[config.mk]
export PLATFORM = sky130hd
export DESIGN_NAME = sequence_generator_flat
export DESIGN_NICKNAME = d
export VERILOG_FILES = /design/src/rtl/sequence_generator_if.sv /design/src/rtl/sequence_generator.sv /design/src/flat_wrapper.sv
export SDC_FILE = /design/constraint.sdc
export NUM_CORES = 1
export LEC_CHECK = 0
export ABC_AREA = 1
export BUFFER_PORTS_ARGS = -buffer_cell sky130_fd_sc_hd__clkbuf_2
export CORE_MARGIN = 2
export CORE_UTILIZATION = 47
export CTS_CLUSTER_SIZE = 16
export DETAILED_ROUTE_END_ITERATION = 16
export GPL_TIMING_DRIVEN = 1
export HOLD_SLACK_MARGIN = 0.02
export PLACE_DENSITY = 0.81
export SYNTH_ARGS = -nofsm -noshare
export SYNTH_HDL_FRONTEND = slang
export SYNTH_SLANG_ARGS = --single-unit
[constraint.sdc]
create_clock -name clk -period 1.2 [get_ports clk]
set_input_delay 0.06 -clock clk [delete_from_list [all_inputs] [get_ports clk]]
set_output_delay 0.06 -clock clk [all_outputs]
set_load 0.03 [all_outputs]
[src/rtl/sequence_generator_if.sv]
// sequence_generator_if
//   Groups the request and serial-output signals of sequence_generator.
//   Optional build macro: SEQGEN_REPEAT_EN adds repeat_frame.
//
//   start        request one pattern (driven by master)
//   pattern      bits to send, MSB first (driven by master)
//   len          number of bits to send, 1..WIDTH (driven by master)
//   repeat_frame reload and resend without a gap (SEQGEN_REPEAT_EN only)
//   w            serial bit stream (driven by slave)
//   valid        w carries a pattern bit (driven by slave)
//   busy         transmission in progress (driven by slave)
//   done         one-cycle end-of-pattern pulse (driven by slave)
interface sequence_generator_if #(
  parameter int WIDTH = 8,
  parameter int LEN_W = 4
);
  logic             start;
  logic [WIDTH-1:0] pattern;
  logic [LEN_W-1:0] len;
`ifdef SEQGEN_REPEAT_EN
  logic             repeat_frame;
`endif
  logic             w;
  logic             valid;
  logic             busy;
  logic             done;

`ifdef SEQGEN_REPEAT_EN
  modport master (output start, pattern, len, repeat_frame,
                  input  w, valid, busy, done);
  modport slave  (input  start, pattern, len, repeat_frame,
                  output w, valid, busy, done);
`else
  modport master (output start, pattern, len,
                  input  w, valid, busy, done);
  modport slave  (input  start, pattern, len,
                  output w, valid, busy, done);
`endif
endinterface

[src/rtl/sequence_generator.sv]
// sequence_generator
//   Serialises a captured pattern MSB first on w, feeding the
//   sequence-detector block. Optional build macro: SEQGEN_REPEAT_EN
//   (repeat_frame input plus a saved copy of pattern/len for gapless resend).
//
//   clk    clock, rising edge
//   reset  asynchronous active-low reset
//   bus    sequence_generator_if.slave (start/pattern/len in, w/valid/busy/done out)
//
//   state | meaning
//   IDLE  | waiting for start with 1 <= len <= WIDTH
//   SEND  | shifting bits out, one per cycle
//   DONE  | one-cycle done pulse, then back to IDLE
module sequence_generator #(
  parameter int WIDTH = 8,
  parameter int LEN_W = 4
) (
  input logic                 clk,
  input logic                 reset,
  sequence_generator_if.slave bus
);

  typedef enum logic [1:0] {IDLE, SEND, DONE} state_t;

  localparam logic [LEN_W-1:0] WIDTH_L = LEN_W'(WIDTH);
  localparam logic [LEN_W-1:0] ONE_L   = LEN_W'(1);

  state_t           state;
  logic [WIDTH-1:0] shreg;
  logic [LEN_W-1:0] cnt;
  logic             valid_q;
  logic             busy_q;
  logic             done_q;
  logic             len_ok;
`ifdef SEQGEN_REPEAT_EN
  logic [WIDTH-1:0] saved_pat;
  logic [LEN_W-1:0] saved_len;
`endif

  assign len_ok = (bus.len != '0) && (bus.len <= WIDTH_L);

  // w is the shift-register MSB itself; the register is cleared on the way
  // into DONE so w is 0 whenever valid is 0.
  assign bus.w     = shreg[WIDTH-1];
  assign bus.valid = valid_q;
  assign bus.busy  = busy_q;
  assign bus.done  = done_q;

  always_ff @(posedge clk or negedge reset) begin
    if (!reset) begin
      state     <= IDLE;
      shreg     <= '0;
      cnt       <= '0;
      valid_q   <= 1'b0;
      busy_q    <= 1'b0;
      done_q    <= 1'b0;
`ifdef SEQGEN_REPEAT_EN
      saved_pat <= '0;
      saved_len <= '0;
`endif
    end else begin
      case (state)
        IDLE: begin
          done_q <= 1'b0;
          if (bus.start && len_ok) begin
            state     <= SEND;
            shreg     <= bus.pattern;
            cnt       <= bus.len;
            valid_q   <= 1'b1;
            busy_q    <= 1'b1;
`ifdef SEQGEN_REPEAT_EN
            saved_pat <= bus.pattern;
            saved_len <= bus.len;
`endif
          end
        end
        SEND: begin
          if (cnt == ONE_L) begin
`ifdef SEQGEN_REPEAT_EN
            if (bus.repeat_frame) begin
              shreg <= saved_pat;
              cnt   <= saved_len;
            end else
`endif
            begin
              state   <= DONE;
              shreg   <= '0;
              cnt     <= '0;
              valid_q <= 1'b0;
              done_q  <= 1'b1;
            end
          end else begin
            shreg <= {shreg[WIDTH-2:0], 1'b0};
            cnt   <= cnt - ONE_L;
          end
        end
        DONE: begin
          state  <= IDLE;
          busy_q <= 1'b0;
          done_q <= 1'b0;
        end
        default: begin
          state   <= IDLE;
          shreg   <= '0;
          cnt     <= '0;
          valid_q <= 1'b0;
          busy_q  <= 1'b0;
          done_q  <= 1'b0;
        end
      endcase
    end
  end

endmodule

[src/flat_wrapper.sv]
// flat-port wrapper written by rule: the top's interface ports become plain ports
module sequence_generator_flat 
#(
  parameter int WIDTH = 8,
  parameter int LEN_W = 4
)
  (clk, reset, bus_start, bus_pattern, bus_len, bus_w, bus_valid, bus_busy, bus_done);
  sequence_generator_if #(.WIDTH(WIDTH), .LEN_W(LEN_W)) bus_i ();
  input logic clk;
  input logic reset;
  input wire logic [$bits(bus_i.start)-1:0] bus_start;
  input wire logic [$bits(bus_i.pattern)-1:0] bus_pattern;
  input wire logic [$bits(bus_i.len)-1:0] bus_len;
  output wire logic [$bits(bus_i.w)-1:0] bus_w;
  output wire logic [$bits(bus_i.valid)-1:0] bus_valid;
  output wire logic [$bits(bus_i.busy)-1:0] bus_busy;
  output wire logic [$bits(bus_i.done)-1:0] bus_done;
  assign bus_i.start = bus_start;
  assign bus_i.pattern = bus_pattern;
  assign bus_i.len = bus_len;
  assign bus_w = bus_i.w;
  assign bus_valid = bus_i.valid;
  assign bus_busy = bus_i.busy;
  assign bus_done = bus_i.done;
  sequence_generator #(.WIDTH(WIDTH), .LEN_W(LEN_W)) u_core (.clk(clk), .reset(reset), .bus(bus_i));
endmodule
# Word-level counts from Yosys, hierarchy flattened
# Cells that the tools add are included.
[op_classes]
add_sub_neg = 1
magnitude_cmp = 1
eq_ne = 5
bitwise = 2
n_reduce_logical = 8
muxes = 15
[op_table]
columns = ["cell", "n"]
rows = [
  ["8-bit case mux with 3 select lines", 1],
  ["8-bit 2-to-1 mux", 2],
  ["4-bit case mux with 3 select lines", 1],
  ["4-bit 2-to-1 mux", 2],
  ["2-bit AND reduction", 3],
  ["4-bit by 1-bit equality test with 1-bit output (second input constant)", 1],
  ["4-bit <= comparator (second input constant)", 1],
  ["1-bit 2-to-1 mux", 4],
  ["2-bit 2-to-1 mux", 2],
  ["2-bit by 1-bit inequality test with 1-bit output (second input constant)", 2],
  ["2-bit case mux with 2 select lines", 1],
  ["4-bit nonzero test", 1],
  ["4-bit by 1-bit subtractor with 4-bit output (second input constant)", 1],
  ["1-bit case mux with 3 select lines", 1],
  ["3-bit AND reduction", 1],
  ["2-bit by 1-bit equality test with 1-bit output (second input constant)", 1],
  ["2-bit equality test (second input constant)", 1],
  ["1-bit logical AND", 2],
  ["2-bit logical NOT", 1],
  ["1-bit NOT", 2],
  ["1-bit case mux with 2 select lines", 1],
]
[totals]
ff_bits = 17
wordCells = 38

# Longest topological paths before layout
[depth]
depth_word = 5
ltp_mapped = 8
mapped_depth_nobuf = 7

# Least setup slack after synthesis
# Ideal clock, no wire load.
[synth_path]
path_type = "register to register"
start = "reg u_core.cnt[0]"
end = "reg u_core.cnt[3]"
required_time_ns = 1.134
setup_slack_ns = 0.058
arrival_ns = 1.077
synth_period_minus_slack_ns = 1.142
stages_incl_launch_ff = 7
cell_sequence = "dfrtp_1 ha_1 a21oi_4 nand3_1 nand2_1 nand2_1 nand2_1"
[synth_between]
elab_chain_len = 3
elab_cells_between_ends = 4
cone_classes = "add/sub: 1; eq/ne: 1; mux: 2"
[synth_lines]
columns = ["item", "line", "text"]
rows = [
  ["start, declared", "sequence_generator.sv:30", "logic [LEN_W-1:0] cnt;"],
  ["start signal, assigned", "sequence_generator.sv:68", "cnt <= bus.len;"],
  ["start signal, assigned", "sequence_generator.sv:94", "cnt <= cnt - ONE_L;"],
  ["4-bit by 1-bit subtractor with 4-bit output or 4-bit by 1-bit equality test with 1-bit output (tied branches)", "sequence_generator.sv:94, sequence_generator.sv:78", ""],
  ["4-bit 2-to-1 mux (*)", "sequence_generator.sv:78", "if (cnt == ONE_L) begin"],
  ["4-bit case mux with 3 select lines (*)", "sequence_generator.sv:62", "case (state)"],
]
# Mark *: on every way between the ends. The rest lies on a longest branch, timed or not.
# A chain may end at the register's enable or synchronous reset.

# Worst setup path in the final report
[layout_path]
start = "reg u_core.cnt[1]"
end = "reg u_core.cnt[3]"
# The elaborated chain is that of the path after synthesis.

==> metrics.cfg <==
[setup_path]
rr_endpoint = u_core.cnt[3]$_DFFE_PN0P_
reg2reg_from = u_core.cnt[1]$_DFFE_PN0P_
reg2regPathDepth = 8
cp-end-kind = flop
critPathKind = flop to flop
cp_data_arrival_time_ns = 1.43
reg2reg_slack_ns = 0.01
required_ns = 1.44
start_kind = flop
crit_fanout = 2

[logic_synthesis]
seq_area_frac_synth_pct = 44.9
yosysTopAreaCell = dfrtp_1
synth-xor-area-share_pct = 0.923
ys_top_cells_by_area = dfrtp_1 45%, nand2_1 23%, nand3_1 7.4%, inv_1 4.0%, ha_1 2.6%
syn_area_um2 = 948
syn_inst = 127
yosys_warnings = 0
synth_top_family_by_area = simple AND/OR/NAND/NOR gates
syn_nets = 144
yosys.area_share.simple_pct = 38.4
synth_compound_area_share_pct = 4.88
synth.avg_cell_area_um2 = 7.47
synth-seq-cells = 17
synth_mux_area_share_pct = 0
synth-adder-area-share_pct = 2.64
synth_top_area_share_pct = 44.9
ys_types = 19

[flow_run]
maxCapViolCount = 0

[drt]
viasPerCell = 4.98
drtAntennaViolNets = 0
avgRoutedWirePerCell_um = 12.0
dr.first_iter.drc_count = 19
wl_um = 2220
drc = 0
via_count = 921
drt-pass1-iter-count = 4

[floorplanning]
core_area_um2 = 1940
die_h_um = 48.9
io_pins = 19
start_util_pct = 48.8
die_x_um = 48.9
num_rows = 16
die-area_um2 = 2390

[cells_and_area]
finalNonFillerCells = 185
n_fill_cell = 170
diodes = 0
drive_above_1_share_pct = 34.2
syn2layout_area_growth_pct = 29.7
final_area_um2 = 1230
nNetsFinal = 176
final_cell_mix = 55 x nand2_1, 18 x clkbuf_2, 14 x dfrtp_1, 13 x nand3_1, 9 x buf_4
final_common_cell = nand2_1
post-route-util_pct = 63.3

[grt]
first_global_vias = 826
busiest_layer = met2
grt_overflow = 0
antenna_found_initial = 0
grt_use_met3_pct = 1.84
use_met2_pct = 32.2
global_route.usage.total_pct = 18.5
grt_pass1_wl_um = 3450
grt_max_degree = 18
met1_usage_pct = 22.5

[worst_hold_path]
hold_path.class = input pin to flop
hold_depth = 5
min_to = u_core.shreg[7]$_DFFE_PN0P_
hp-start = bus_pattern[7]

[timing]
fin_crit_sh_pct = 99.1
relSlewSlack_pct = 71.9
fmax_mhz = 841
rsz0062_at_grt = true
setup_slack_ns = 0.0103
finalSetupTns_ns = 0
timing.final.crit_period_ns = 1.19
hold_viol_final = 0
worstMarginPinSlew_ns = 0.421
finalSetupViolations = 0
skew_ns = 0.00706
slew_violations = 0

[power_and_ir_drop]
leakage_nw = 0.665
power.density_nw_per_um2 = 2640
vdd_drop_max_mv = 1.48

[place]
place.gp.congestion = 0.836
place_area_um2 = 1080
portBuffers = 18
place_ws_ns = -0.0552
dp_hpwl_um = 1440
place_inst = 174

[cts]
numCtsBuffers = 3
clkTransAtPathRegs_ns = 0.11
cts_tree = done
clk_latency_ns = 0.29
clock_path_buffers = 2
clk_root_buffer_cell = clkbuf_4
htree_levels = 1
clkSinkCount = 17

[run_status]
status = completed

logic make-up (layout without fill, tap and decap cells):
logic type / Yosys count / after routing
compound gates: 7 / 8
buf+inv: 16 / 46
simple gates: 84 / 84
xor+xnor: 1 / 1
flops: 17 / 17
fa+ha+maj: 2 / 2
Yosys cell counts, drive strengths merged:
master  instances
nand3          15
a21oi           3
xnor2           1
dfrtp          17
nand4           1
ha              2
o21ai           4
nor2            7
nand2          61
buf             4
inv            12
power by group:
group,switching [mW],internal (mW)
logic,1.17,0.726
registers,0.199,0.831
clock network,0.196,0.124
state kept, by name, indices dropped and copies added (netlist names):
register / count
u_core.bus.done: 1
u_core.state: 2
u_core.cnt: 4
u_core.shreg: 8
u_core.bus.valid: 1
u_core.bus.busy: 1
metal layers:
layer  vias up  wire [um]
met5         -          0
met4         0         13
met3         2         80
met2        19       1220
met1       437        899
li1        463          -
what timing repair did:
action,4_1_cts,5_1_grt
hold buffers,2,0
pin swaps,1,3
hold endpoints to repair,18,0
buffers inserted,0,3
gates cloned,1,1
setup endpoints to repair,11,11
gates resized for setup,3,15
critical path, cell delays in order (launching register included):
cell and delay (ns):
dfrtp_1 0.40, buf_4 0.14, nor2_1 0.15, nand2_1 0.11, nand2_1 0.10, nand3_2 0.07, nand2_1 0.07, nand2_1 0.05
nand2_1 0.05
cell type report:
cell class                      count  area, um2  share of cell area (%)
Clock buffer                        3       22.5                    1.83
Inverter                           12       48.8                    3.97
Clock inverter                      1       5.00                   0.407
Tap cell                           27       33.8                    2.75
Sequential cell                    17        429                    34.9
Timing Repair inverter              1       7.51                   0.610
Multi-Input combinational cell     95        505                    41.1
Timing Repair Buffer               29        178                    14.4
how the worst max path moves through the flow:
stage               slack [ns]                     endpoint                 startpoint  cells past startpoint
floorplan                 0.06    u_core.cnt[3]$_DFFE_PN0P_  u_core.cnt[0]$_DFFE_PN0P_                      6
global placement         0.004    u_core.cnt[3]$_DFFE_PN0P_  u_core.cnt[0]$_DFFE_PN0P_                      6
detailed placement       -0.06  u_core.shreg[1]$_DFFE_PN0P_  u_core.cnt[0]$_DFFE_PN0P_                      6
CTS                       0.02    u_core.cnt[0]$_DFFE_PN0P_  u_core.cnt[1]$_DFFE_PN0P_                      7
global route             -0.08    u_core.cnt[3]$_DFFE_PN0P_  u_core.cnt[1]$_DFFE_PN0P_                      8
finish                    0.01    u_core.cnt[3]$_DFFE_PN0P_  u_core.cnt[1]$_DFFE_PN0P_                      8
through the flow:
step	hold slack [ns]	power [mW]
after global routing	0.0774	3.52
after detailed placement	0.0138	2.50
final	0.0469	3.24
after floorplan	-0.236	2.14
after CTS	0.0488	2.91
after global placement	0.0166	2.44
Power figures use the tool's default switching activity.
